--- config.mk ---
export PLATFORM = sky130hd
export DESIGN_NAME = bus_arbiter_flat
export DESIGN_NICKNAME = d
export VERILOG_FILES = /design/src/rtl/bus_arbiter_pkg.sv /design/src/rtl/bus_arbiter_if.sv /design/src/rtl/bus_arbiter_rr_sel.sv /design/src/rtl/bus_arbiter.sv /design/src/flat_wrapper.sv
export SDC_FILE = /design/constraint.sdc
export NUM_CORES = 1
export LEC_CHECK = 0
export ABC_AREA = 1
export CAP_MARGIN = 10
export CORE_AREA = 3 3 40 42
export DETAILED_ROUTE_END_ITERATION = 7
export DIE_AREA = 0 0 43 45
export PLACE_DENSITY = 0.47
export SETUP_SLACK_MARGIN = 0.2
export SLEW_MARGIN = 20
export SYNTH_ARGS = -nofsm -noshare
export SYNTH_HDL_FRONTEND = slang
export SYNTH_HIERARCHICAL = 1
export SYNTH_SLANG_ARGS = --single-unit
--- constraint.sdc ---
create_clock -name clk -period 1.2 [get_ports clk]
set_input_delay 0.24 -clock clk [delete_from_list [all_inputs] [get_ports clk]]
set_output_delay 0.24 -clock clk [all_outputs]
set_load 0.01 [all_outputs]
--- src/rtl/bus_arbiter_pkg.sv ---
// Shared definitions for the two-master bus arbiter: FSM state encoding,
// master identifiers and a small id-to-one-hot helper.
package bus_arbiter_pkg;

  localparam logic [1:0] ST_IDLE   = 2'b00;
  localparam logic [1:0] ST_GRANT1 = 2'b01;
  localparam logic [1:0] ST_GRANT2 = 2'b10;

  typedef enum logic [1:0] {
    IDLE   = ST_IDLE,
    GRANT1 = ST_GRANT1,
    GRANT2 = ST_GRANT2
  } arb_state_e;

  // Master ids double as the msel encoding (0 = master 1, 1 = master 2).
  localparam logic MID_M1 = 1'b0;
  localparam logic MID_M2 = 1'b1;

  // One-hot position of a master id inside the per-master vectors.
  function automatic logic [1:0] mid_onehot(input logic id);
    return id ? 2'b10 : 2'b01;
  endfunction

endpackage

--- src/rtl/bus_arbiter_if.sv ---
// Request/grant bundle between the two bus masters and the arbiter.
// master: requester side (drives requests and split handshake).
// slave : arbiter side (drives grants, mux select and busy).
interface bus_arbiter_if;
  logic breq1;
  logic breq2;
  logic ssplit;
  logic split_done;
  logic bgrant1;
  logic bgrant2;
  logic msel;
  logic bbusy;

  modport master (
    output breq1, breq2, ssplit, split_done,
    input  bgrant1, bgrant2, msel, bbusy
  );

  modport slave (
    input  breq1, breq2, ssplit, split_done,
    output bgrant1, bgrant2, msel, bbusy
  );
endinterface

--- src/rtl/bus_arbiter_rr_sel.sv ---
// Tie-break selector: picks the winning master among eligible requesters.
// A pending resume beats round-robin; otherwise the master that was not
// served last wins a tie.
module arb_rr_sel
  import bus_arbiter_pkg::*;
(
  input  logic [1:0] eligible,
  input  logic       last_served,
  input  logic [1:0] resume,
  output logic       winner,
  output logic       valid
);

  logic [1:0] res_elig_s;

  assign res_elig_s = resume & eligible;

  // Choose the winner from the eligible set.
  always_comb begin
    winner = MID_M1;
    valid  = |eligible;
    case (eligible)
      2'b01: winner = MID_M1;
      2'b10: winner = MID_M2;
      2'b11: begin
        if (res_elig_s == 2'b01) begin
          winner = MID_M1;
        end else if (res_elig_s == 2'b10) begin
          winner = MID_M2;
        end else begin
          winner = ~last_served;
        end
      end
      default: winner = MID_M1;
    endcase
  end

endmodule

--- src/rtl/bus_arbiter.sv ---
// Two-master bus arbiter with round-robin tie-break and IDLE gap on every
// handover. Optional split-transaction support is compiled in with the
// ARB_SPLIT_EN macro; without it ssplit/split_done are ignored and the
// split state is tied to zero.
module bus_arbiter
  import bus_arbiter_pkg::*;
#(
  parameter int unsigned SPLIT_HOLD_MAX = 15
)(
  input  logic          clk,
  input  logic          rstn,
  bus_arbiter_if.slave  bus
);

  arb_state_e state_r;
  logic       bgrant1_r;
  logic       bgrant2_r;
  logic       msel_r;
  logic       bbusy_r;
  logic       last_served_r;
  logic [1:0] split_r;
  logic [1:0] resume_r;
  logic [1:0] split_take_s;
  logic [1:0] elig_s;
  logic       win_s;
  logic       win_valid_s;

  assign bus.bgrant1 = bgrant1_r;
  assign bus.bgrant2 = bgrant2_r;
  assign bus.msel    = msel_r;
  assign bus.bbusy   = bbusy_r;

  // A split-parked master may not compete until its flag clears.
  assign elig_s = {bus.breq2 & ~split_r[1], bus.breq1 & ~split_r[0]};

  arb_rr_sel u_sel (
    .eligible    (elig_s),
    .last_served (last_served_r),
    .resume      (resume_r),
    .winner      (win_s),
    .valid       (win_valid_s)
  );

`ifdef ARB_SPLIT_EN
  localparam logic [3:0] HOLD_LAST_C = 4'(SPLIT_HOLD_MAX - 1);

  logic [3:0] split_cnt_r;
  logic       done_s;
  logic [1:0] grant_clr_s;

  // Split only while the owner still requests (deassert wins) and only if
  // the other master is not already parked.
  assign split_take_s[0] = (state_r == GRANT1) & bus.breq1 & bus.ssplit & ~split_r[1];
  assign split_take_s[1] = (state_r == GRANT2) & bus.breq2 & bus.ssplit & ~split_r[0];
  assign done_s          = bus.split_done & (|split_r);
  assign grant_clr_s     = ((state_r == IDLE) && win_valid_s) ? mid_onehot(win_s) : 2'b00;

  // Track split flags, their hold timeout and resume priority.
  always_ff @(posedge clk) begin
    if (!rstn) begin
      split_r     <= 2'b00;
      resume_r    <= 2'b00;
      split_cnt_r <= 4'd0;
    end else begin
      resume_r <= (resume_r & ~grant_clr_s) | (done_s ? split_r : 2'b00);
      if (|split_take_s) begin
        split_r     <= split_r | split_take_s;
        split_cnt_r <= 4'd0;
      end else if (done_s) begin
        split_r     <= 2'b00;
        split_cnt_r <= 4'd0;
      end else if (|split_r) begin
        if (split_cnt_r == HOLD_LAST_C) begin
          split_r     <= 2'b00;
          split_cnt_r <= 4'd0;
        end else begin
          split_cnt_r <= split_cnt_r + 4'd1;
        end
      end else begin
        split_cnt_r <= 4'd0;
      end
    end
  end
`else
  logic split_unused_s;

  assign split_unused_s = ^{bus.ssplit, bus.split_done};
  assign split_take_s   = 2'b00;
  assign split_r        = 2'b00;
  assign resume_r       = 2'b00;
`endif

  // Arbitration FSM with registered grant, select and busy outputs.
  always_ff @(posedge clk) begin
    if (!rstn) begin
      state_r       <= IDLE;
      bgrant1_r     <= 1'b0;
      bgrant2_r     <= 1'b0;
      msel_r        <= MID_M1;
      bbusy_r       <= 1'b0;
      last_served_r <= MID_M2;
    end else begin
      case (state_r)
        IDLE: begin
          if (win_valid_s) begin
            state_r   <= (win_s == MID_M2) ? GRANT2 : GRANT1;
            bgrant1_r <= (win_s == MID_M1);
            bgrant2_r <= (win_s == MID_M2);
            msel_r    <= win_s;
            bbusy_r   <= 1'b1;
          end else begin
            state_r <= IDLE;
          end
        end
        GRANT1: begin
          if (!bus.breq1 || split_take_s[0]) begin
            state_r       <= IDLE;
            bgrant1_r     <= 1'b0;
            bbusy_r       <= 1'b0;
            last_served_r <= MID_M1;
          end else begin
            state_r <= GRANT1;
          end
        end
        GRANT2: begin
          if (!bus.breq2 || split_take_s[1]) begin
            state_r       <= IDLE;
            bgrant2_r     <= 1'b0;
            bbusy_r       <= 1'b0;
            last_served_r <= MID_M2;
          end else begin
            state_r <= GRANT2;
          end
        end
        default: begin
          state_r   <= IDLE;
          bgrant1_r <= 1'b0;
          bgrant2_r <= 1'b0;
          bbusy_r   <= 1'b0;
        end
      endcase
    end
  end

endmodule
--- src/flat_wrapper.sv ---
// flat-port wrapper written by rule: the top's interface ports become plain ports
module bus_arbiter_flat import bus_arbiter_pkg::*;
#(
  parameter int unsigned SPLIT_HOLD_MAX = 15
)
  (clk, rstn, bus_breq1, bus_breq2, bus_ssplit, bus_split_done, bus_bgrant1, bus_bgrant2, bus_msel, bus_bbusy);
  bus_arbiter_if bus_i ();
  input  logic clk;
  input  logic rstn;
  input wire logic [$bits(bus_i.breq1)-1:0] bus_breq1;
  input wire logic [$bits(bus_i.breq2)-1:0] bus_breq2;
  input wire logic [$bits(bus_i.ssplit)-1:0] bus_ssplit;
  input wire logic [$bits(bus_i.split_done)-1:0] bus_split_done;
  output wire logic [$bits(bus_i.bgrant1)-1:0] bus_bgrant1;
  output wire logic [$bits(bus_i.bgrant2)-1:0] bus_bgrant2;
  output wire logic [$bits(bus_i.msel)-1:0] bus_msel;
  output wire logic [$bits(bus_i.bbusy)-1:0] bus_bbusy;
  assign bus_i.breq1 = bus_breq1;
  assign bus_i.breq2 = bus_breq2;
  assign bus_i.ssplit = bus_ssplit;
  assign bus_i.split_done = bus_split_done;
  assign bus_bgrant1 = bus_i.bgrant1;
  assign bus_bgrant2 = bus_i.bgrant2;
  assign bus_msel = bus_i.msel;
  assign bus_bbusy = bus_i.bbusy;
  bus_arbiter #(.SPLIT_HOLD_MAX(SPLIT_HOLD_MAX)) u_core (.clk(clk), .rstn(rstn), .bus(bus_i));
endmodule
== Yosys cells after proc, flatten, opt, wreduce, memory -nomap -nowiden ==
Cells that the tools add are included.
Operators by class
  equal/unequal tests: 7
  muxes and demuxes: 16
  bitwise gates (word level): 4
  reductions and logical operators: 8
Operators with widths (count)
  AND reduction 3 bit: 4
  case mux 1 bit (3 select lines): 3
  two-way mux 1 bit: 7
  equality test 2 bit, second input constant: 3
  two-way mux 2 bit: 3
  inequality test 2 bit, second input constant: 3
  case mux 2 bit (3 select lines): 1
  inverter 1 bit: 4
  case mux 1 bit (2 select lines): 2
  equality test 2 x 1 -> 1 bit, second input constant: 1
  zero test 2 bit: 1
  AND reduction 2 bit: 1
  nonzero test 2 bit: 1
  OR reduction 2 bit: 1
Word-level totals
  register bits: 7
  input port bits: 6
  output and inout bits: 4
  word-level logic and storage cells: 41

== Longest topological paths before layout ==
Gate-level depths: netlist of the first run.
  word-level depth: 5
  gate-level depth with buffers: 7
  mapped depth without buffers: 7

== Modules after synthesis ==
The synthesis of the first run kept the hierarchy.
By module, submodules not included
  bus_arbiter: instances 1, cells each 36, area an instance 291.5 um2, seq. area each 140.1 um2
  arb_rr_sel: instances 1, cells each 8, area an instance 31.3 um2, seq. area each 0.0 um2

== Least setup slack after synthesis of the first run ==
Ideal clock, no wire load.
  kind: register -> register
  start point: register u_core.last_served_r
  end point: register u_core.bgrant1_r, in the netlist u_core/bus.bgrant1
  library setup time: 0.066 ns
  arrival time: 0.871 ns
  required time: 1.134 ns
  path slack: 0.263 ns
  stages on the path, launching flop included: 6
  path buffers: 0
  clock period less this slack: 0.937 ns
  path through: dfxtp_1 > nor2_1 > nor2_1 > a21oi_1 > or2_4 > a21oi_2
On the way
  word-level cells in the longest chain between the ends: 5
Ends and longest elaborated chain
  start: declaration: RTL line bus_arbiter.sv:20  | logic last_served_r;
  start signal: assignment: RTL line bus_arbiter.sv:101  | last_served_r <= MID_M2;
  start signal: assignment: RTL line bus_arbiter.sv:120  | last_served_r <= MID_M1;
  start signal: assignment: RTL line bus_arbiter.sv:130  | last_served_r <= MID_M2;
  inverter 1 bit: RTL line bus_arbiter_rr_sel.sv:31  | winner = ~last_served;
  case mux 1 bit (2 select lines): RTL line bus_arbiter_rr_sel.sv:22  | case (eligible)
  named net u_core.win_s: RTL line bus_arbiter.sv:25  | logic win_s;
  inverter 1 bit: RTL line bus_arbiter.sv:107  | bgrant1_r <= (win_s == MID_M1);
  two-way mux 1 bit: RTL line bus_arbiter.sv:105  | if (win_valid_s) begin
  case mux 1 bit (3 select lines): RTL line bus_arbiter.sv:103  | case (state_r)
  end signal: assignment: RTL line bus_arbiter.sv:107
  end: declaration: RTL line bus_arbiter.sv:16  | logic bgrant1_r;
The timed path passes the listed nets, and every way through them passes these cells. The select of a mux whose other input is x is not followed.
A chain may end at the register's enable or synchronous reset.

== Worst setup path after layout of the first run ==
  start point: register u_core.state_r[0]
  end point: register u_core.bgrant1_r, in the netlist u_core/bus.bgrant1
On the way
  word-level cells in the longest chain between the ends: 3
  elaborated cells on any way between the ends: 8
  those cells by class: 4 x eq/ne; 1 x mux; 1 x bitwise; 2 x reduce/logical
Ends and longest elaborated chain
  start: declaration: RTL line bus_arbiter.sv:15  | arb_state_e state_r;
  start signal: assignment: RTL line bus_arbiter.sv:106  | state_r <= (win_s == MID_M2) ? GRANT2 : GRANT1;
  equality test 2 x 1 -> 1 bit, or another cell as far along: RTL line bus_arbiter.sv:103
  inequality test 2 bit (no line) / inverter 1 bit (equally long branches)
  AND reduction 3 bit (no line)
Parallel ways exist; a longest one is shown, timed or not.

==> flow_summary.yaml, run 1 <==
clocking:
  clk_latency_ns: 0.25
  cts_tree: "yes"
  cts.sinks: 7
  clk_pin_slew_worst_paths_ns: 0.05
  cts_buffers: 3
  clock-root-buffer: "clkbuf_4"
  clockBufferDepth: 2
  htreeDepth: 1
floorplanning:
  rows: 13
  die_area_mm2: 0.00194
  fp.dieW_um: 43
  initial_utilization_pct: 25.1
  pin_count: 10
  coreArea_mm2: 0.00128
  die_y_um: 45
synth:
  avgSynthCellArea_um2: 7.34
  synth_xor_area_share_pct: 0
  synthAdderAreaFrac_pct: 0
  synth_top_family_by_area: "simple AND/OR/NAND/NOR gates"
  seq_area_frac_synth_pct: 43.4
  synthSimpleGateAreaFrac_pct: 31.4
  synth_compound_area_share_pct: 17.1
  yosysWarnings: 6
  synth_cells: 44
  synth-seq-cells: 7
  syn_area_um2: 323
  muxShareOfSynthArea_pct: 0
  yosys.cell_types.count: 13
route:
  wl_per_cell_um: 9.62
  first_pass_iters: 4
  route.vias.total: 327
  route.detailed.drc: 0
  avgViaCountPerCell: 4.25
  antenna_left: 0
  first_iter_violations: 5
  routed_wl_um: 741
timing:
  drv_slew: 0
  grt_setup_unrepaired: "yes"
  setup_violations: 0
  max_freq_mhz: 1020
  hold-worst-slack_ns: 0.458
  hold_viol: 0
  fin_tns_setup_ns: 0
  fin_crit_sh_pct: 81.9
  setup_ws_ns: 0.217
  finalCriticalPeriod_ns: 0.983
  finClkSkew_ns: 0.00167
status:
  status: "finished, final reports clean"
setup_path:
  path_max_fanout: 4
  critical_path_class: "reg2reg"
  worstPathArrival_ns: 1.17
  critPathRequiredTime_ns: 1.39
  critPathLaunchType: "flop"
  end_kind: "flop"
global_route:
  grt-ovfl-total: 0
  grt_pass1_wl_mm: 1.06
  grt_pass1_vias: 281
  grt_max_degree: 7
  antenna_found_initial: 0
  gr-usage-all-layers_pct: 8.58
layout:
  multi_input_area_um2: 195
  antenna_cells_inserted: 0
  fillers: 142
  syn_to_final_growth_pct: 53.1
  ff_latch_area_um2: 146
  fin_cells: 77
  drive_gt1_share_pct: 48.4
  layout.nets: 69
power:
  power_uw: 632
  power.density_mw_per_mm2: 1280
  ir_drop_v: 0.000611
  power.leakage_uw: 0.000227
place:
  place_ws_ns: -0.230
  dp_hpwl_um: 535
  gp_congestion: 0.663
  io_buffers: 7
  dp_cells: 72
flow_run:
  drv_cap: 0
worst_hold_path:
  min_path_type: "reg2reg"
==> layout by cell type, fill, tap and decap left out, types with 3 or more instances in the layout <==
cell	n
nand2_1	9
a21oi_2	6
conb_1	3
nand3_1	5
dfxtp_1	4
buf_4	5
clkbuf_4	3
inv_1	4
buf_2	4
==> through the flow <==
stage | cell area [um2] | utilization [%]
2_1_floorplan | 330 | -
3_3_place_gp | 449 | 35.0
3_5_place_dp | 449 | 35.0
4_1_cts | 475 | 37.0
5_1_grt | 494 | 38.5
6_report | 494 | 38.5
==> cell families after synthesis <==
group / Yosys count
buffers and inverters: 6
DFF: 7
and+or+nand+nor: 21
other: 1
AOI/OAI and AO/OA: 9
==> where the power goes <==
group          total, uW  internal (uW)  switching [uW]
clock                219            127            91.6
sequential           270            255            15.2
combinational        143           68.7            73.9
==> flip-flops by register name, indices dropped and copies added, names as in the netlist <==
| register | count |
|---|---|
| u_core/last_served_r | 1 |
| u_core/bus.bbusy | 1 |
| u_core/bus.bgrant1 | 1 |
| u_core/state_r | 2 |
| u_core/bus.bgrant2 | 1 |
| u_core/bus.msel | 1 |
==> final timing paths <==
check                           cells after the start                 end  slack (ns)         startpoint
worst max-delay path                                4  u_core/bus.bgrant1        0.22  u_core/state_r[0]
worst min register to register                      2    u_core/bus.bbusy        0.46   u_core/bus.bbusy
worst min-delay path                                2    u_core/bus.bbusy        0.46   u_core/bus.bbusy
worst max register to register                      4  u_core/bus.bgrant1        0.22  u_core/state_r[0]
==> metal layers <==
layer	wire, um	global-route usage (%)	share of wire, %
met1	341	8.21	46
met4	30	12.7	4.0
met3	54	3.98	7.3
met5	0	0	0
met2	315	11.4	43
==> cell type report <==
type | count | share of cell area (%)
sequential | 7 | 29.6
tap | 15 | 3.80
timing repair buffer | 12 | 17.2
multi-input combinational | 33 | 39.5
inverter | 6 | 4.56
clock buffer | 4 | 5.32
==> repair_timing <==
action,CTS,global route
resized for setup,25,7
setup buffers,1,0
endpoints found under the setup margin,10,6
pin swaps,3,9
hold buffers,0,0
gates cloned,0,0
==> synthesized netlist by cell type <==
cell type  count  area, um2
o21ai_0        1       5.00
nand2_2        1       6.26
a21oi_2        2       17.5
nor2_4         1       11.3
or2_4          1       8.76
conb_1         1       3.75
nand2_1       10       37.5
a21oi_1        5       25.0
o211ai_1       1       7.51
dfxtp_1        7        140
nand3_1        6       30.0
nor2_1         2       7.51
inv_1          6       22.5
==> critical path, cell delays in order (launching register included) <==
cell and delay (ns):
dfxtp_4 0.36, nor2_4 0.13, nand2_2 0.06, or2_4 0.26, a21oi_2 0.11
(Power assumes the default switching activity.)
==> run 2, diff against run 1 <==
Clock period 1.2 ns to 1 ns, I/O delays scaled along.
==> flow_summary.yaml, run 2 (same netlist as run 1, synthesis figures left out) <==
status:
  status: "finished, final reports clean"
clocking:
  clk_pin_slew_worst_paths_ns: 0.06
  clk_latency_ns: 0.25
  htreeDepth: 1
  cts_buffers: 3
  clock-root-buffer: "clkbuf_4"
  cts_hold_buf: 0
  cts_tree: "yes"
  clockBufferDepth: 2
  cts.sinks: 7
place:
  gp_congestion: 0.767
  io_buffers: 7
  place_ws_ns: -0.372
  dp_hpwl_um: 542
global_route:
  gr-usage-all-layers_pct: 8.93
  grt_pass1_vias: 319
  antenna_found_initial: 0
  grt-ovfl-total: 0
  grt_pass1_wl_mm: 1.22
  grt_max_degree: 7
power:
  power.leakage_uw: 0.000248
  power_uw: 800
  ir_drop_v: 0.000738
  power.density_mw_per_mm2: 1460
layout:
  syn_to_final_growth_pct: 70.2
  drive_gt1_share_pct: 58.5
  multi_input_area_um2: 200
  top_register: "u_core/state_r"
  ff_latch_area_um2: 149
  fillers: 146
  largest_reg_flops: 2
  final_common_cell: "nand2_1"
  final_cell_mix: "9 x nand2_1, 8 x buf_4, 7 x dfxtp_2"
  antenna_cells_inserted: 0
  layout.nets: 72
route:
  first_pass_iters: 4
  route.vias.total: 346
  avgViaCountPerCell: 4.33
  route.detailed.drc: 0
  first_iter_violations: 8
  wl_per_cell_um: 9.91
  antenna_left: 0
  routed_wl_um: 793
floorplanning:
  coreArea_mm2: 0.00128
  rows: 13
  die_area_mm2: 0.00194
  fp.dieW_um: 43
  pin_count: 10
  die_y_um: 45
  initial_utilization_pct: 25.1
setup_path:
  slowest_stage: "dfxtp_2"
  slowest_delay_ns: 0.34
  crit_chain: "nor2_4 > nand2_2 > or2_4 > a21oi_2"
  critPathTopFamily: "simple AND/OR/NAND/NOR gates"
  end_kind: "flop"
  r2r-start: "u_core/state_r[1]"
  worstPathArrival_ns: 1.16
  critPathRequiredTime_ns: 1.18
  critPathLaunchType: "flop"
  cp_num_buf_inv: 0
  r2r-end: "u_core/state_r[0]"
  reg2reg_depth: 4
  reg2reg_slack_ns: 0.01
  critical_path_class: "reg2reg"
  path_max_fanout: 4
timing:
  grt_setup_unrepaired: "yes"
  hold-worst-slack_ns: 0.433
  fin_tns_setup_ns: 0
  hold_viol: 0
  fin_crit_sh_pct: 98.6
  setup_violations: 0
  max_freq_mhz: 1010
  finalCriticalPeriod_ns: 0.986
  setup_ws_ns: 0.0142
  finClkSkew_ns: 0.00696
  drv_slew: 0
worst_hold_path:
  hp-start: "bus_breq2"
  hold_end: "u_core/last_served_r"
  min_path_type: "in2reg"
  hold_depth: 3
flow_run:
  drv_cap: 0
## run 2: cell types whose count changed in the layout (fill, tap and decap cells not counted), sizes merged
cell and change:
buf +3
## run 2: worst register-to-register path, cell delays in order (launching register included)
cell     delay [ns]
dfxtp_2        0.34
nor2_4         0.14
nand2_2        0.06
or2_4          0.26
a21oi_2        0.11
## run 2: through the flow
| stage | area, um2 | utilization [%] | instances |
|---|---|---|---|
| floorplan | 333 | - | 46 |
| global placement | 474 | 36.9 | 75 |
| detailed placement | 474 | 36.9 | 75 |
| CTS | 522 | 40.6 | 79 |
| global route | 549 | 42.7 | 80 |
| finish | 549 | 42.7 | 80 |
## run 2: layout make-up
class                   instances  share of cell area [%]
multi-input cells              33                    36.4
flip-flops and latches          7                    27.1
repair buffers                 15                    24.1
clock buffers                   4                    4.78
inverters                       6                    4.10
well taps                      15                    3.42
## run 2: metal layers
| layer | up-vias | GRT usage, % | wire length (um) |
|---|---|---|---|
| met3 | 0 | 5.98 | 42 |
| met4 | 0 | 3.61 | 0 |
| met1 | 159 | 8.74 | 333 |
| met5 | - | 0 | 0 |
| met2 | 6 | 15.0 | 417 |
| li1 | 181 | - | - |
## run 2: worst max-delay path by stage
stage,start,end,depth (start not counted)
floorplan,u_core/state_r[0],u_core/state_r[0],4
global placement,bus_breq1,u_core/state_r[0],6
detailed placement,bus_breq1,u_core/state_r[0],6
CTS,u_core/last_served_r,u_core/state_r[0],5
global route,u_core/last_served_r,u_core/bus.bgrant2,5
finish,u_core/state_r[1],u_core/state_r[0],4
## run 2: what timing repair did
| action | in CTS | in global routing |
|---|---|---|
| endpoints found under the setup margin | 11 | 11 |
| resized for setup | 34 | 5 |
| cloned | 0 | 0 |
| buffers inserted | 0 | 1 |
| pin swaps | 5 | 6 |
## run 2: report_power, final
| part | switching [uW] | internal (uW) | total [uW] |
|---|---|---|---|
| Sequential | 22.6 | 310 | 333 |
| Combinational | 97.1 | 114 | 211 |
| Clock | 103 | 152 | 256 |
| Total | 223 | 576 | 800 |
==> run 3, diff against run 2 <==
Settings changed: CTS_BUF_LIST from default to sky130_fd_sc_hd__clkbuf_4, GPL_TIMING_DRIVEN from default to 0, SETUP_SLACK_MARGIN 0.2 to 0.3.
==> flow_summary.yaml, run 3 (same netlist as run 1, synthesis figures left out) <==
setup_path:
  r2r-end: "u_core/bus.bgrant1"
  end_kind: "flop"
  worstPathArrival_ns: 1.17
  critical_path_class: "reg2reg"
  r2r-start: "u_core/state_r[0]"
  path_max_fanout: 4
  critPathRequiredTime_ns: 1.18
  reg2reg_depth: 4
  critPathLaunchType: "flop"
  reg2reg_slack_ns: 0.01
worst_hold_path:
  hp-start: "bus_breq2"
  min_path_type: "in2reg"
  hold_depth: 2
  hold_end: "u_core/last_served_r"
clocking:
  cts_buffers: 3
  clockBufferDepth: 2
  cts_hold_buf: 0
  clk_latency_ns: 0.25
  htreeDepth: 1
  cts_tree: "yes"
  clock-root-buffer: "clkbuf_4"
  clk_pin_slew_worst_paths_ns: 0.05
  cts.sinks: 7
power:
  ir_drop_v: 0.000650
  power.density_mw_per_mm2: 1580
  power.leakage_uw: 0.000233
place:
  dpl_cell_area_um2: 422
  io_buffers: 7
  place_ws_ns: -0.410
  gp_congestion: 0.753
  dp_hpwl_um: 532
  dp_cells: 68
route:
  first_pass_iters: 4
  routed_wl_um: 743
  route.detailed.drc: 0
  antenna_left: 0
  wl_per_cell_um: 9.78
  avgViaCountPerCell: 4.16
  route.vias.total: 316
  first_iter_violations: 9
floorplanning:
  fp.dieW_um: 43
  die_area_mm2: 0.00194
  coreArea_mm2: 0.00128
  pin_count: 10
  initial_utilization_pct: 25.1
  die_y_um: 45
  rows: 13
layout:
  fin_cells: 76
  layout.nets: 68
  stdcell_area_um2: 507
  ff_latch_area_um2: 154
  largest_reg_flops: 2
  syn_to_final_growth_pct: 57.0
  final_common_cell: "nand2_1"
  multi_input_area_um2: 179
  drive_gt1_share_pct: 47.5
  fillers: 131
  antenna_cells_inserted: 0
  final_core_utilization_pct: 39.4
  final_cell_mix: "7 x nand2_1, 6 x nand3_1, 5 x inv_1, 5 x dfxtp_2"
  top_register: "u_core/state_r"
global_route:
  gr-usage-all-layers_pct: 8.34
  grt_max_degree: 7
  grt_pass1_vias: 296
  antenna_found_initial: 0
  grt_pass1_wl_mm: 1.12
  grt-ovfl-total: 0
timing:
  finalCriticalPeriod_ns: 0.985
  finClkSkew_ns: 0.00234
  grt_setup_unrepaired: "yes"
  setup_ws_ns: 0.0145
  hold_viol: 0
  fin_crit_sh_pct: 98.5
  setup_violations: 0
  max_freq_mhz: 1010
  hold-worst-slack_ns: 0.341
  drv_slew: 0
flow_run:
  drv_cap: 0
status:
  status: "finished, final reports clean"
[run 3: how the worst max path moves through the flow]
| stage | startpoint | end | slack, ns | cells after the start |
|---|---|---|---|---|
| 4_1_cts | u_core/last_served_r | u_core/state_r[1] | -0.02 | 5 |
| 3_5_place_dp | bus_breq1 | u_core/state_r[0] | -0.41 | 6 |
| 6_report | u_core/state_r[0] | u_core/bus.bgrant1 | 0.01 | 4 |
| 2_1_floorplan | u_core/state_r[0] | u_core/state_r[0] | 0.08 | 4 |
| 3_3_place_gp | bus_breq1 | u_core/bus.bgrant1 | -0.42 | 6 |
| 5_1_grt | u_core/last_served_r | u_core/state_r[1] | -0.08 | 5 |
[run 3: cell type report]
class,count,share of cell area [%]
inverters,6,4.44
repair buffers,11,20.2
multi-input cells,33,35.3
well taps,15,3.70
clock buffers,4,5.93
flip-flops and latches,7,30.4
[run 3: routing by layer]
layer  part of all wire (%)  track usage, %  routed length [um]
met1                     45            8.47                 332
met2                     52            13.2                 387
met3                    3.0            3.59                  22
met4                      0            7.23                   0
met5                      0               0                   0
[run 3: repair_timing]
action	in CTS	in global routing
buffers inserted	2	2
resized for setup	31	2
pin swaps	6	4
setup endpoints to repair	11	11
[run 3: power breakdown]
group / internal [uW] / leakage, uW / switching (uW) / total [uW]
sequential: 308 / 0.0000600 / 22.2 / 331
combinational: 101 / 0.000155 / 86.4 / 188
clock: 179 / 0.0000184 / 105 / 284
[run 3: critical path, cell delays in order (launching register included)]
cell and delay, ns:
dfxtp_4 0.36, nor2_4 0.11, nand2_2 0.06, or2_4 0.26
a21oi_2 0.13
[run 3: metrics by stage]
step	power (uW)	TNS (ns)
3_3_place_gp	485	-2.40
4_1_cts	802	-0.0238
6_report	803	0
5_1_grt	856	-0.309
3_5_place_dp	485	-2.33
2_1_floorplan	424	0
